**config.mk**
```make
export PLATFORM = sky130hd
export DESIGN_NAME = pipeline_hazard_unit
export DESIGN_NICKNAME = d
export VERILOG_FILES = /design/src/rtl/pipeline_hazard_unit.sv
export SDC_FILE = /design/constraint.sdc
export NUM_CORES = 1
export LEC_CHECK = 0
export ABC_CLOCK_PERIOD_IN_PS = 2200
export CORE_ASPECT_RATIO = 0.8
export CORE_MARGIN = 4
export CORE_UTILIZATION = 33
export CTS_CLUSTER_DIAMETER = 80
export DETAILED_ROUTE_END_ITERATION = 7
export GPL_TIMING_DRIVEN = 0
export MAX_ROUTING_LAYER = met4
export PLACE_DENSITY = 0.77
export SLEW_MARGIN = 5
export SYNTH_ARGS = -nofsm -noshare
export SYNTH_HDL_FRONTEND = slang
export SYNTH_SLANG_ARGS = --single-unit
```
**constraint.sdc**
```tcl
create_clock -name Clk -period 2.2 [get_ports Clk]
set_clock_uncertainty 0.2 [all_clocks]
set_input_delay 0.22 -clock Clk [delete_from_list [all_inputs] [get_ports Clk]]
set_output_delay 0.22 -clock Clk [all_outputs]
set_load 0.02 [all_outputs]
```
**src/rtl/pipeline_hazard_unit.sv**
```systemverilog
// pipeline_hazard_unit
//   Hazard sequencer for the 5-stage pipeline around the decode controller.
//   - Load-use: one bubble (Hazard=1) with PC and IF/ID held.
//   - Control transfer in ID: fetch/decode held until the branch or jump
//     resolves in MEM (CTRL_WAIT), so the target is fetched with no squash.
//   - Multi-cycle mul: front of the pipeline frozen while mul_cnt counts down.
//   Optional feature macro: BRANCH_PREDICT_NT_EN
//     When defined, fetch runs past control transfers (predict not-taken) and
//     a taken transfer resolving in MEM squashes IF/ID, ID/EX and EX/MEM.
//
// Ports
//   Clk, Rst_n               clock, async active-low reset
//   IF_ID_Opcode/Funct/Rs/Rt instruction fields of the instruction in ID
//   ID_EX_MemRead, ID_EX_Rt  load in EX and its destination register
//   ID_EX_IsMul              mul in EX
//   EX_MEM_Resolve/Redirect  branch/jump in MEM, and whether it changes PC
//   Hazard                   bubble request to the decode controller
//   PCWrite, IF_ID_Write     front-end register enables
//   EX_Stall                 hold ID/EX + mul operands, bubble into EX/MEM
//   Flush                    00 none, 01 NOP into IF/ID, 10 squash three stages
//   MulBusy                  multiply countdown nonzero
module pipeline_hazard_unit #(
  parameter int unsigned MUL_CYCLES = 4  // legal 1..15
) (
  input  logic       Clk,
  input  logic       Rst_n,
  input  logic [5:0] IF_ID_Opcode,
  input  logic [5:0] IF_ID_Funct,
  input  logic [4:0] IF_ID_Rs,
  input  logic [4:0] IF_ID_Rt,
  input  logic       ID_EX_MemRead,
  input  logic [4:0] ID_EX_Rt,
  input  logic       ID_EX_IsMul,
  input  logic       EX_MEM_Resolve,
  input  logic       EX_MEM_Redirect,
  output logic       Hazard,
  output logic       PCWrite,
  output logic       IF_ID_Write,
  output logic       EX_Stall,
  output logic [1:0] Flush,
  output logic       MulBusy
);

  typedef enum logic {RUN = 1'b0, CTRL_WAIT = 1'b1} state_t;

  typedef struct packed {
    logic       hazard;
    logic       pc_write;
    logic       if_id_write;
    logic       ex_stall;
    logic [1:0] flush;
  } ctrl_t;

  localparam logic [1:0] FLUSH_NONE = 2'b00;
  localparam logic [1:0] FLUSH_IFID = 2'b01;
  localparam logic [1:0] FLUSH_ALL  = 2'b10;

  localparam ctrl_t CTRL_IDLE = '{hazard: 1'b0, pc_write: 1'b1, if_id_write: 1'b1,
                                  ex_stall: 1'b0, flush: FLUSH_NONE};

  // MUL_CYCLES=1 means the multiplier finishes in one EX cycle: no countdown.
  localparam bit         MUL_MULTI = (MUL_CYCLES > 1);
  localparam logic [3:0] MUL_LOAD  = 4'(MUL_CYCLES - 1);

  localparam logic [5:0] OP_SPECIAL = 6'd0;
  localparam logic [5:0] FN_JR      = 6'b001000;

  state_t     state, state_nxt;
  logic [3:0] mul_cnt, mul_cnt_nxt;
  ctrl_t      ctrl;

  // ---------------- decode of the instruction in ID ----------------
  logic ctl, uses_rt, lu, mul_start, redirect, ctl_entry;

  // Branches/jumps live in opcodes 1..7; jr is the only SPECIAL transfer.
  assign ctl = ((IF_ID_Opcode >= 6'd1) && (IF_ID_Opcode <= 6'd7)) ||
               ((IF_ID_Opcode == OP_SPECIAL) && (IF_ID_Funct == FN_JR));

  // R-type, beq/bne, mul and stores read rt; everything else treats rt as a
  // destination, so a match there is not a dependency.
  assign uses_rt = IF_ID_Opcode inside {6'd0, 6'd4, 6'd5, 6'd28, 6'd40, 6'd41, 6'd43};

  // $0 is never really written, so a load to $0 cannot create a hazard.
  assign lu = ID_EX_MemRead && (ID_EX_Rt != 5'd0) &&
              ((ID_EX_Rt == IF_ID_Rs) || (uses_rt && (ID_EX_Rt == IF_ID_Rt)));

  assign mul_start = MUL_MULTI && ID_EX_IsMul && (mul_cnt == 4'd0);

`ifdef BRANCH_PREDICT_NT_EN
  // Predict not-taken: ctl in ID does not stall; only a taken transfer
  // reaching MEM costs anything.
  logic ctl_unused;
  assign redirect   = EX_MEM_Resolve && EX_MEM_Redirect;
  assign ctl_entry  = 1'b0;
  assign ctl_unused = ctl;
`else
  // Stall build: the redirect qualifier has no consumer.
  logic redirect_unused;
  assign redirect        = 1'b0;
  assign ctl_entry       = ctl;
  assign redirect_unused = EX_MEM_Redirect;
`endif

  // ---------------- state register ----------------
  always_ff @(posedge Clk or negedge Rst_n) begin
    if (!Rst_n) begin
      state   <= RUN;
      mul_cnt <= 4'd0;
    end else begin
      state   <= state_nxt;
      mul_cnt <= mul_cnt_nxt;
    end
  end

  // ---------------- next state / outputs ----------------
  // Priority: redirect > multiply > CTRL_WAIT > load-use > ctl entry.
  always_comb begin
    ctrl        = CTRL_IDLE;
    state_nxt   = state;
    mul_cnt_nxt = mul_cnt;

    if (redirect) begin
      // Wrong-path work is squashed, including any mul still counting.
      ctrl.flush  = FLUSH_ALL;
      mul_cnt_nxt = 4'd0;
      state_nxt   = RUN;
    end else if (mul_cnt != 4'd0) begin
      // Freeze front end; state is held so a pending wait resumes afterwards.
      ctrl.ex_stall    = 1'b1;
      ctrl.pc_write    = 1'b0;
      ctrl.if_id_write = 1'b0;
      mul_cnt_nxt      = mul_cnt - 4'd1;
    end else begin
      // The mul's own first EX cycle is not a stall; countdown starts next.
      if (mul_start) mul_cnt_nxt = MUL_LOAD;

      if (state == CTRL_WAIT) begin
        // Keep NOPs flowing into IF/ID; MEM supplies the PC on resolve.
        ctrl.flush = FLUSH_IFID;
        if (EX_MEM_Resolve) state_nxt = RUN;
        else                ctrl.pc_write = 1'b0;
      end else if (lu) begin
        // Bubble first; a ctl in ID is re-seen next cycle and entered then.
        ctrl.hazard      = 1'b1;
        ctrl.pc_write    = 1'b0;
        ctrl.if_id_write = 1'b0;
      end else if (ctl_entry) begin
        // ctl advances to EX; the fall-through fetch is replaced by a NOP.
        ctrl.pc_write = 1'b0;
        ctrl.flush    = FLUSH_IFID;
        state_nxt     = CTRL_WAIT;
      end
    end
  end

  // While reset is held, state/mul_cnt are already cleared; masking the
  // input-dependent terms makes every output show its reset value at once.
  assign Hazard      = Rst_n & ctrl.hazard;
  assign PCWrite     = ~Rst_n | ctrl.pc_write;
  assign IF_ID_Write = ~Rst_n | ctrl.if_id_write;
  assign EX_Stall    = Rst_n & ctrl.ex_stall;
  assign Flush       = Rst_n ? ctrl.flush : FLUSH_NONE;
  assign MulBusy     = Rst_n & (mul_cnt != 4'd0);

endmodule

```
==> metrics.md <==
| Metric | Value |
|---|---|
| Status | `finished, final reports clean` |
| Root Driver | `clkbuf_4` |
| WL/cell | `14.4 um` |
| Rows | `12` |
| Area of the multi-input gates | `478 um^2` |
| Final setup violation count | `0` |
| Initial antenna violation count | `0` |
| Count leader, synth | `nor3_1` |
| Worst r2r path cells | `8` |
| Die width | `about 54 um` |
| Most common library cells after synthesis | `nor3_1 (8), dfrtp_1 (5), nand2_1 (5), xnor2_1 (5), xor2_1 (5)` |
| Worst-Skew Late Latency | `240 ps` |
| DR vias | `694` |
| Clock Pin Slew Worst Setup and Hold Paths | `approximately 50 ps` |
| R2R setup slack | `310 ps` |
| Fillers | `115` |
| Top cells by area, synth | `dfrtp_1 (23%), xnor2_1 (7.9%), xor2_1 (7.9%)` |
| Worst-path fanout max | `4` |
| Area grow syn2layout | `96.2%` |
| Critical Path End Type | `output pin` |
| Fin. max-slew vios | `0` |
| Ys async rst share | `1.00` |
| Largest net degree at the start of global routing | `11` |
| Boundary Pins | `40` |
| Routed vias/inst | `5.10` |
| HPWL after detailed placement | `1260 um` |
| Core Region | `roughly 0.0015 mm^2` |
| CTS tree | `yes` |
| # nets final | `150` |
| Final Hold Vio Count | `0` |
| Yosys reg bits | `5` |
| Dominant cell type by area after synthesis | `dfrtp_1` |
| # hold bufs at CTS | `0` |
| Die Height | `about 45 um` |
| CTS HTree Levels | `1` |
| CP Data Required Time | `roughly 1800 ps` |
| Fmax | `about 460 MHz` |
| GRT Total Usage | `0.166` |
| RSZ-0062 raised after global routing | `true` |
| # DRC | `0` |
| Yosys warning count | `0` |
| Pwr dens | `659 mW/mm^2` |
| Total global routing overflow | `0` |
| Static Leak | `0.477 nW` |
| Die area | `0.00241 mm^2` |
| Max-cap viol count | `0` |
| Main flop type after synthesis | `dfrtp_1` |
| Post-Syn Nets | `approximately 100` |
| CP arrival | `about 1800 ps` |
| Port bufs | `37` |
| Worst vdd ir | `0.000359 V` |
| Number of CTS-inserted buffers | `3` |
| WL final | `just under 2000 um` |
| Area share of the largest cell type after synthesis | `0.225` |
| Final Core Density | `0.733` |
| GP Congestion | `0.794` |
| Vias in the first global route | `612` |
| Inserted Diodes | `0` |
| Mean Syn Cell Area | `8.29 um^2` |
| Crit share post-route | `0.993` |
| Worst min path class | `in2async` |
| Post-Synthesis Cells | `67` |
| Sequential area share after synthesis | `0.225` |
| Post-route ant nets | `0` |
| Fraction of layout cells with a size suffix above 1 | `0.304` |
| DRT iter0 DRCs | `11` |
| Crit Path Category | `reg2out` |
| Number of enable flip-flop cells after synthesis | `0` |
| Initial Utilization | `0.374` |
| Register area | `126 um^2` |
| Clk sinks | `5` |
| DR pass1 iterations | `4` |
| Yosys cell types | `30` |
| Fin crit period | `2180 ps` |
| First-pass GRT wire length | `2790 um` |
| CTS max path bufs | `2` |
| Synthesized area | `556 um^2` |
| CP Launch Type | `flop` |
| Hold Slack | `53.1 ps` |
## worst max-delay path: stages (launching register included)
cell	delay, ps
dfrtp_2	420
nor2b_4	110
o21ai_2	70
buf_4	140
o41ai_2	320
a21o_1	210
o21ai_1	80
buf_4	180
## worst paths after layout
kind / start / endpoint
hold / removal: Rst_n / mul_cnt[0]
setup / recovery: state / PCWrite
max in group asynchronous: Rst_n / state
hold reg to reg: mul_cnt[0] / mul_cnt[0]
min in group Clk: mul_cnt[0] / mul_cnt[0]
setup reg to reg: mul_cnt[0] / state
## metal layers
metal,vias to the layer above,share of wire,track usage,routed length [um]
li1,337,-,-,-
met1,319,0.41,0.195,813
met2,32,0.48,0.249,948
met3,6,0.071,0.0231,140
met4,0,0.031,0.138,60
met5,-,0,-,0
## logic make-up (layout without fill, tap and decap cells)
kind of cell | after synthesis | in the layout | share of synthesized area
DFF | 5 | 5 | 0.225
buffers and inverters | 6 | 54 | 0.0540
xor gates and xnor gates | 10 | 10 | 0.158
muxes | 2 | 2 | 0.0360
AOI/OAI and AO/OA | 13 | 13 | 0.196
and+or+nand+nor | 29 | 29 | 0.302
other | 1 | 1 | 0.00675
adders and majority gates | 1 | 1 | 0.0225
## cell usage in the layout (no fill, tap or decap), types with 3 or more instances in the layout
master,netlist,layout
xnor2_1,5,5
dlygate4sd2_1,0,10
nand3_1,3,3
nand2_1,5,5
xor2_1,5,4
buf_4,2,12
nor2_1,3,3
inv_1,4,4
clkdlybuf4s50_1,0,17
dfrtp_1,5,4
clkbuf_4,0,3
nor3_1,8,6
## sequential cells by signal, summed over array words and instances, names as in the netlist
signal / count
mul_cnt: 4
state: 1
## repair_timing
item | CTS | global route
endpoints found under the setup margin | 6 | 5
resized for setup | 60 | 12
pin swaps | 8 | 9
buffers inserted | 3 | 4
gates cloned | 0 | 0
## power breakdown
part / internal (W) / leakage (nW) / switching, W
clock: 0.0000688 / 0.0150 / 0.0000417
sequential: 0.000135 / 0.0605 / 0.0000303
combinational: 0.000222 / 0.401 / 0.000220
total: 0.000425 / 0.477 / 0.000292
## area by class of cell
type                       count  share of cell area
buffer                         2              0.0138
tap                           21              0.0241
clock buffer                   4              0.0241
inverter                       4              0.0138
sequential                     5               0.116
timing repair buffer          44               0.370
multi-input combinational     56               0.439
## per-stage QoR
step | setup WS (ps) | area [um^2] | cells | total power (W) | TNS, ps
4_1_cts | -2.99 | 1020 | 132 | 0.000656 | -2.99
6_report | 15.1 | 1090 | 136 | 0.000718 | 0
3_3_place_gp | -900 | 952 | 125 | 0.000508 | -3260
5_1_grt | -38.4 | 1090 | 136 | 0.000773 | -89.4
3_5_place_dp | -886 | 952 | 125 | 0.000519 | -3270
2_1_floorplan | 112 | 556 | 67 | 0.000378 | 0
(Power assumes the default switching activity.)
